[config.mk]
export PLATFORM = sky130hd
export DESIGN_NAME = load_cdb_arbiter
export DESIGN_NICKNAME = d
export VERILOG_FILES = /design/src/rtl/load_cdb_arbiter_pkg.sv /design/src/rtl/load_cdb_arbiter_psel.sv /design/src/rtl/load_cdb_arbiter.sv
export SDC_FILE = /design/constraint.sdc
export NUM_CORES = 1
export LEC_CHECK = 0
export CORE_ASPECT_RATIO = 0.75
export CORE_MARGIN = 4
export CORE_UTILIZATION = 40
export CTS_CLUSTER_SIZE = 24
export DETAILED_ROUTE_END_ITERATION = 10
export PLACE_DENSITY_LB_ADDON = 0.08
export SLEW_MARGIN = 25
export SYNTH_ARGS = -nofsm -noshare
export SYNTH_HDL_FRONTEND = slang
export SYNTH_SLANG_ARGS = --single-unit
[constraint.sdc]
create_clock -name clock -period 22.1 [get_ports clock]
set_input_delay 6.63 -clock clock [delete_from_list [all_inputs] [get_ports clock]]
set_output_delay 6.63 -clock clock [all_outputs]
set_load 0.05 [all_outputs]
[src/rtl/load_cdb_arbiter_pkg.sv]
// Shared sizing for the load CDB arbiter.
// Load buffer depth, CDB ports for loads, starvation threshold.
package load_cdb_arbiter_pkg;

  localparam int LOAD_BUFFER_SZ    = 8;
  localparam int LOAD_CDB_MAX_GNT  = 2;
  localparam int LOAD_STARVE_LIMIT = 4;

  function automatic int unsigned clog2_1(
    input int unsigned v
  );
    return (v < 2) ? 1 : $clog2(v);
  endfunction

endpackage

[src/rtl/load_cdb_arbiter_psel.sv]
// Priority selector: grants the lowest-index set bits,
// up to limit_i of them, and reports count and last index.
module psel_gen #(
  parameter int WIDTH = 8,
  parameter int REQS  = 2,
  localparam int CW   = $clog2(REQS + 1),
  localparam int LW   = $clog2(WIDTH)
) (
  input  logic [WIDTH-1:0] req_i,
  input  logic [CW-1:0]    limit_i,
  output logic [WIDTH-1:0] gnt_o,
  output logic [CW-1:0]    cnt_o,
  output logic [LW-1:0]    last_o,
  output logic             any_o
);

  always_comb begin
    gnt_o  = '0;
    cnt_o  = '0;
    last_o = '0;
    for (int i = 0; i < WIDTH; i++) begin
      if (req_i[i] && (cnt_o < limit_i)) begin
        gnt_o[i] = 1'b1;
        cnt_o    = cnt_o + CW'(1);
        last_o   = LW'(i);
      end
    end
    any_o = |gnt_o;
  end

endmodule

[src/rtl/load_cdb_arbiter.sv]
// Round-robin load CDB arbiter with same-cycle grants,
// rotating priority pointer and starvation monitor.
module load_cdb_arbiter
  import load_cdb_arbiter_pkg::*;
#(
  parameter int N            = LOAD_BUFFER_SZ,
  parameter int MAX_GNT      = LOAD_CDB_MAX_GNT,
  parameter int STARVE_LIMIT = LOAD_STARVE_LIMIT,
  localparam int CW          = $clog2(MAX_GNT + 1),
  localparam int PW          = $clog2(N),
  localparam int SW          = $clog2(STARVE_LIMIT + 1)
) (
  input  logic          clock,
  input  logic          reset,
  input  logic [N-1:0]  load_cdb_req,
  input  logic [CW-1:0] load_slots_avail,
  output logic [N-1:0]  load_cdb_gnt,
  output logic [CW-1:0] load_gnt_count,
  output logic          load_starve,
  output logic [PW-1:0] rr_ptr
);

  logic [PW-1:0]  rr_ptr_q, rr_ptr_d;
  logic [SW-1:0]  starve_cnt_q, starve_cnt_d;
  logic           load_starve_q, load_starve_d;

  logic [CW-1:0]  slots;
  logic [N-1:0]   rot_req;
  logic [N-1:0]   rot_gnt;
  logic [2*N-1:0] req_dbl;
  logic [2*N-1:0] gnt_dbl;
  logic [CW-1:0]  sel_cnt;
  logic [PW-1:0]  sel_last;
  logic           sel_any;

  assign slots = (load_slots_avail > CW'(MAX_GNT))
               ? CW'(MAX_GNT) : load_slots_avail;

  // Rotate so entry rr_ptr sits at bit 0, then rotate grants back.
  assign req_dbl = {load_cdb_req, load_cdb_req} >> rr_ptr_q;
  assign rot_req = req_dbl[N-1:0];

  psel_gen #(
    .WIDTH (N),
    .REQS  (MAX_GNT)
  ) u_psel (
    .req_i   (rot_req),
    .limit_i (slots),
    .gnt_o   (rot_gnt),
    .cnt_o   (sel_cnt),
    .last_o  (sel_last),
    .any_o   (sel_any)
  );

  assign gnt_dbl = {rot_gnt, rot_gnt} << rr_ptr_q;

  always_comb begin
    load_cdb_gnt   = gnt_dbl[2*N-1:N];
    load_gnt_count = sel_cnt;
    if (reset) begin
      load_cdb_gnt   = '0;
      load_gnt_count = '0;
    end
  end

  always_comb begin
    rr_ptr_d      = rr_ptr_q;
    starve_cnt_d  = starve_cnt_q;
    if (sel_any) begin
      rr_ptr_d = rr_ptr_q + sel_last + PW'(1);
    end
    if (sel_any || (load_cdb_req == '0)) begin
      starve_cnt_d = '0;
    end else if (starve_cnt_q != SW'(STARVE_LIMIT)) begin
      starve_cnt_d = starve_cnt_q + SW'(1);
    end
    load_starve_d = (starve_cnt_d == SW'(STARVE_LIMIT));
  end

  always_ff @(posedge clock) begin
    if (reset) begin
      rr_ptr_q      <= '0;
      starve_cnt_q  <= '0;
      load_starve_q <= 1'b0;
    end else begin
      rr_ptr_q      <= rr_ptr_d;
      starve_cnt_q  <= starve_cnt_d;
      load_starve_q <= load_starve_d;
    end
  end

  assign rr_ptr      = rr_ptr_q;
  assign load_starve = load_starve_q;

endmodule
# [Word-level counts from Yosys, hierarchy flattened]
# Cells that the tools add are included.
[word_totals] ff_bits=7
[classes] n_addsub=10 magnitude_cmp=9 mux=28 n_reduce_logical=11 shifts=2 n_eq_ne=2
[ops] op="two-way mux 2 bit" n=11
[ops] op="two-way mux 3 bit" n=6
[ops] op="left shift 16 x 3 -> 16 bit" n=1
[ops] op="right shift 16 x 3 -> 8 bit" n=1
[ops] op="adder 2 x 1 -> 2 bit (second input constant)" n=6
[ops] op="less-than comparator 2 bit" n=6
[ops] op="two-way mux 1 bit" n=10
[ops] op="logical AND 1 bit" n=8
[ops] op="zero test 8 bit" n=1
[ops] op="two-way mux 8 bit" n=1
[ops] op="OR reduction 8 bit" n=1
[ops] op="adder 3 x 1 -> 3 bit (second input constant)" n=2
[ops] op="adder 3 bit" n=1
[ops] op="== test 3 bit (second input constant)" n=1
[ops] op="!= test 3 bit (second input constant)" n=1
[ops] op="adder 1 x 1 -> 2 bit (second input constant)" n=1
[ops] op="greater-than comparator 2 bit (second input constant)" n=1
[ops] op="less-than comparator 1 x 2 -> 1 bit" n=1
[ops] op="less-than comparator 1 x 2 -> 1 bit (first input constant)" n=1
[ops] op="logical OR 1 bit" n=1

# [Logic depth before layout (Yosys ltp)]
[depth] ltp_word=30 ltp_mapped=44

# [Cells and area by module]
# From an unflattened synthesis, not the netlist that was laid out.
[unflattened] cells_unflattened=215 area_unflattened_um2=1741.7
[by_module_without_submodules] mod="load_cdb_arbiter" area_each_um2=959.7 n_inst=1 cells_each=98 seq_area_each_um2=140.1
[by_module_without_submodules] mod="psel_gen" area_each_um2=782.0 n_inst=1 cells_each=117 seq_area_each_um2=0.0

# [Worst setup path after synthesis]
# Ideal clock, no wire load.
[synth_path] kind="input-to-output" startpoint="input load_cdb_req[7]" endpoint="output load_cdb_gnt[2]" stages=37 arrival_ns=15.698 required_ns=15.470 setup_slack_ns=-0.228 cell_sequence="mux4_2 -> mux2i_1 -> a21oi_1 -> a211oi_1 -> ha_1 -> nor2b_1 -> o211ai_1 -> a21oi_4 -> mux2i_1 -> ha_1 -> nor4b_1 -> mux2i_1 -> xnor2_1 -> ha_1 -> nor3_1 -> nor2_1 -> o31ai_1 -> xor2_1 -> ha_1 -> o21bai_1 -> nor2_1 -> nand2_1 -> o211ai_1 -> xor2_1 -> inv_1 -> ha_1 -> nor2_1 -> nor2b_1 -> a21boi_0 -> xnor2_1 -> ha_1 -> or2_2 -> nor2_1 -> and4b_1 -> a311o_1 -> nor2_1 -> o32ai_1"
[synth_via] elab_chain_cells=26
[synth_rtl] element="start: declaration" line="load_cdb_arbiter.sv:15" rtl="input logic [N-1:0] load_cdb_req,"
[synth_rtl] element="right shift 16 x 3 -> 8 bit *" line="load_cdb_arbiter.sv:40" rtl="assign req_dbl = {load_cdb_req, load_cdb_req} >> rr_ptr_q;"
[synth_rtl] element="logical AND 1 bit" line="load_cdb_arbiter_psel.sv:22" rtl="if (req_i[i] && (cnt_o < limit_i)) begin"
[synth_rtl] element="two-way mux 1 bit" line="load_cdb_arbiter_psel.sv:22"
[synth_rtl] element="less-than comparator 1 x 2 -> 1 bit" line="load_cdb_arbiter_psel.sv:22"
[synth_rtl] element="logical AND 1 bit" line="load_cdb_arbiter_psel.sv:22"
[synth_rtl] element="two-way mux 2 bit" line="load_cdb_arbiter_psel.sv:22"
[synth_rtl] element="less-than comparator 2 bit" line="load_cdb_arbiter_psel.sv:22"
[synth_rtl] element="logical AND 1 bit" line="load_cdb_arbiter_psel.sv:22"
[synth_rtl] element="(+10 left out)"
[synth_rtl] element="less-than comparator 2 bit" line="load_cdb_arbiter_psel.sv:22"
[synth_rtl] element="logical AND 1 bit" line="load_cdb_arbiter_psel.sv:22"
[synth_rtl] element="two-way mux 2 bit" line="load_cdb_arbiter_psel.sv:22"
[synth_rtl] element="less-than comparator 2 bit" line="load_cdb_arbiter_psel.sv:22"
[synth_rtl] element="logical AND 1 bit" line="load_cdb_arbiter_psel.sv:22"
[synth_rtl] element="two-way mux 1 bit" line="load_cdb_arbiter_psel.sv:22"
[synth_rtl] element="left shift 16 x 3 -> 16 bit *" line="load_cdb_arbiter.sv:55" rtl="assign gnt_dbl = {rot_gnt, rot_gnt} << rr_ptr_q;"
[synth_rtl] element="two-way mux 8 bit *" line="load_cdb_arbiter.sv:60" rtl="if (reset) begin"
[synth_rtl] element="end: declaration" line="load_cdb_arbiter.sv:17" rtl="output logic [N-1:0] load_cdb_gnt,"
# Mark *: on every way between the ends. The rest lies on a longest branch, timed or not.

# [Final worst setup path]
[layout_path] startpoint="input load_cdb_req[7]" endpoint="output load_gnt_count[0]"
[layout_via] elab_chain_cells=25
[layout_rtl] element="right shift 16 x 3 -> 8 bit *" line="load_cdb_arbiter.sv:40"
[layout_rtl] element="logical AND 1 bit" line="load_cdb_arbiter_psel.sv:22"
[layout_rtl] element="two-way mux 1 bit" line="load_cdb_arbiter_psel.sv:22"
[layout_rtl] element="less-than comparator 1 x 2 -> 1 bit" line="load_cdb_arbiter_psel.sv:22"
[layout_rtl] element="logical AND 1 bit" line="load_cdb_arbiter_psel.sv:22"
[layout_rtl] element="two-way mux 2 bit" line="load_cdb_arbiter_psel.sv:22"
[layout_rtl] element="less-than comparator 2 bit" line="load_cdb_arbiter_psel.sv:22"
[layout_rtl] element="logical AND 1 bit" line="load_cdb_arbiter_psel.sv:22"
[layout_rtl] element="(+9 left out)"
[layout_rtl] element="two-way mux 2 bit" line="load_cdb_arbiter_psel.sv:22"
[layout_rtl] element="less-than comparator 2 bit" line="load_cdb_arbiter_psel.sv:22"
[layout_rtl] element="logical AND 1 bit" line="load_cdb_arbiter_psel.sv:22"
[layout_rtl] element="two-way mux 2 bit" line="load_cdb_arbiter_psel.sv:22"
[layout_rtl] element="less-than comparator 2 bit" line="load_cdb_arbiter_psel.sv:22"
[layout_rtl] element="logical AND 1 bit" line="load_cdb_arbiter_psel.sv:22"
[layout_rtl] element="two-way mux 2 bit *" line="load_cdb_arbiter_psel.sv:22"
[layout_rtl] element="two-way mux 2 bit *" line="load_cdb_arbiter.sv:60"
[layout_rtl] element="end: declaration" line="load_cdb_arbiter.sv:18" rtl="output logic [CW-1:0] load_gnt_count,"
# Marked as above.

==> flow_summary.toml <==
[synth]
synth_nets = 249
ys_seq_area_share_pct = 8.37
syn_area_sq_um = 1670
syn_avg_cell_area_sq_um = 7.47
synth_cell_types = 55
synth-edff-count = 0
postSynthRegisterBits = 7
synthFlopType = "dfxtp_1"
yosysWarnings = 0
async_flop_share_pct = 0
syn-instance-count = 224

[sta]
setup_viol = 0
maxSlewHeadroom_pct = 54.2
hold_slack_ns = 0.528
period_share_pct = 96.5
period_needed_ns = 21.33
finalHoldViolCount = 0
tightest_slew_ns = 0.682
rsz0062_at_grt = "false"
clock.fmax_mhz = 46.9
skew_ns = 0.00405
drv_slew = 0

[clock_network]
hold_buffers = 0
cts_root_buffer = "clkbuf_8"
clock_latency_ns = 0.23
cts_buffer_depth = 2
cts_tree = "built"
cts_buffers = 3
h-tree-depth = 1
clk_pin_slew_ns = 0.04
cts_sinks = 7

[drt]
drt_wl_total_mm = 4.45
wl_per_cell_um = 14.3
vias = 1748
antenna_left = 0
drc = 0
vias_per_cell = 5.60
firstDrtPassIters = 5
drtIter0Drc = 100

[setup_path]
worstPathRequired_ns = 15.47
cp_slowest_cell = "mux4_2"
critical_path_class = "in -> out"
max_stage_delay_ns = 0.50
critical_path.most_common_cell = "ha_1"
start_kind = "primary input"
cp.arrival_ns = 14.70
cp-end-kind = "primary output"
crit_path_max_fanout = 6

[grt]
antenna_found_initial = 0
grt_usage_pct = 17.8
overflow = 0
grt_max_degree = 17
first_global_vias = 1620
grt_pass1_wl_mm = 7.62

[floorplan]
core_region_area_sq_um = 4050
fp-row-count = 20
ioPinCount = 26
die_area_sq_um = 5290
start_util_pct = 41.3
die_width_um = 82.7
die_height_um = 64.0

[finish]
finalNetCount = 283
drive_gt1_share_pct = 22.6
syn_to_final_growth_pct = 33.2
num_antenna_cells = 0

[outcome]
status = "complete, no violations"

[run]
cap_violations = 0

[min_path]
hp-class = "reg -> reg"

[placed_design]
hpwlAfterDp_mm = 3.65
gp_congestion = 0.891
io_buffers = 25
==> registers in the layout (all words and copies together), names as in the netlist <==
name,flops
starve_cnt_q,3
load_starve,1
rr_ptr,3
==> worst max-delay path: cells and delay by family <==
kind / cells / cell delay [ns]
AOI/OAI and AO/OA: 9 / 1.90
and+or+nand+nor: 11 / 1.72
adders and majority gates: 6 / 1.44
muxes: 4 / 1.12
buffers and inverters: 5 / 1.02
xor gates and xnor gates: 5 / 0.85
==> logic make-up (layout without fill, tap and decap cells) <==
kind of cell	after synthesis	count (layout)	synth area share [%]
and+or+nand+nor	83	83	23.8
AOI/OAI and AO/OA	67	67	28.1
muxes	23	23	18.5
buffers and inverters	23	56	6.43
adders and majority gates	13	13	10.2
xor gates and xnor gates	8	8	4.63
DFF	7	7	8.37
==> synthesized netlist by cell type (2+ instances only) <==
cell | instances | area [sq um]
nor2_1 | 30 | 113
nand2_1 | 22 | 82.6
mux2i_1 | 14 | 140
o21ai_0 | 14 | 70.1
a21oi_1 | 13 | 65.1
ha_1 | 12 | 150
inv_1 | 12 | 45.0
o22ai_1 | 8 | 50.1
dfxtp_1 | 7 | 140
mux4_2 | 6 | 135
nand3_1 | 5 | 25.0
or2_2 | 5 | 31.3
a211oi_1 | 4 | 30.0
clkbuf_1 | 4 | 15.0
nor3_1 | 4 | 20.0
o31ai_1 | 4 | 30.0
xor2_1 | 4 | 35.0
buf_1 | 3 | 11.3
mux2_2 | 3 | 33.8
nor2b_1 | 3 | 18.8
nor4_1 | 3 | 18.8
xnor2_1 | 3 | 26.3
a21o_1 | 2 | 15.0
a31oi_1 | 2 | 12.5
and2_1 | 2 | 12.5
nand2b_1 | 2 | 12.5
o211ai_1 | 2 | 15.0
o21bai_1 | 2 | 15.0
o32ai_1 | 2 | 17.5
or4_1 | 2 | 15.0
==> repair_timing <==
action / 4_1_cts / 5_1_grt
buffers inserted: 0 / 0
gates resized for setup: 0 / 10
endpoints found under the setup margin: 0 / 10
==> stage by stage <==
stage                     util [%]  setup TNS (ns)  std cells  instance area [sq um]  setup WS [ns]
final                         55.0               0        312                   2230          0.771
after global routing          55.0               0        312                   2230         0.0187
after CTS                     53.9               0        312                   2180         0.0773
after detailed placement      52.8               0        308                   2140          0.149
after global placement        52.8               0        308                   2140          0.192
after floorplan                  -          -0.455        224                   1670         -0.228
==> cells in the final DEF (no fill, tap or decap), types with 4 or more instances in the layout <==
cell type	n
a21oi_1	13
buf_12	10
buf_4	14
clkdlybuf4s50_1	15
dfxtp_1	7
ha_1	12
inv_1	12
mux2i_1	14
mux4_2	6
nand2_1	22
nand3_1	5
nor2_1	29
o21ai_0	14
o22ai_1	8
o31ai_1	4
or2_2	5
xor2_1	4
==> worst paths after layout <==
| check | from | end | slack (ns) | cells after the start |
|---|---|---|---|---|
| setup / recovery | load_cdb_req[7] | load_gnt_count[0] | 0.77 | 40 |
| hold / removal | starve_cnt_q[2] | starve_cnt_q[2] | 0.53 | 2 |
| setup reg to reg | rr_ptr[0] | rr_ptr[2] | 12.87 | 41 |
| hold reg to reg | starve_cnt_q[2] | starve_cnt_q[2] | 0.53 | 2 |
==> metal layers <==
layer  wire, um  part of all wire, %  vias to the layer above  GRT usage [%]
met2       1840                   41                       44           24.8
met5          0                    0                        -              0
met4         19                 0.43                        0           1.84
li1           -                    -                      904              -
met1       2370                   53                      796           29.5
met3        222                  5.0                        4           1.69
==> cell type report <==
cell class | instances | area, sq um
multi-input cells | 194 | 1470
inverters | 13 | 48.8
well taps | 55 | 68.8
repair buffers | 39 | 455
fillers | 403 | 1820
clock buffers | 4 | 45.0
flip-flops and latches | 7 | 140
Power is not shown: default switching activity piles up to over one toggle a cycle in this logic, so the estimate is an artifact.
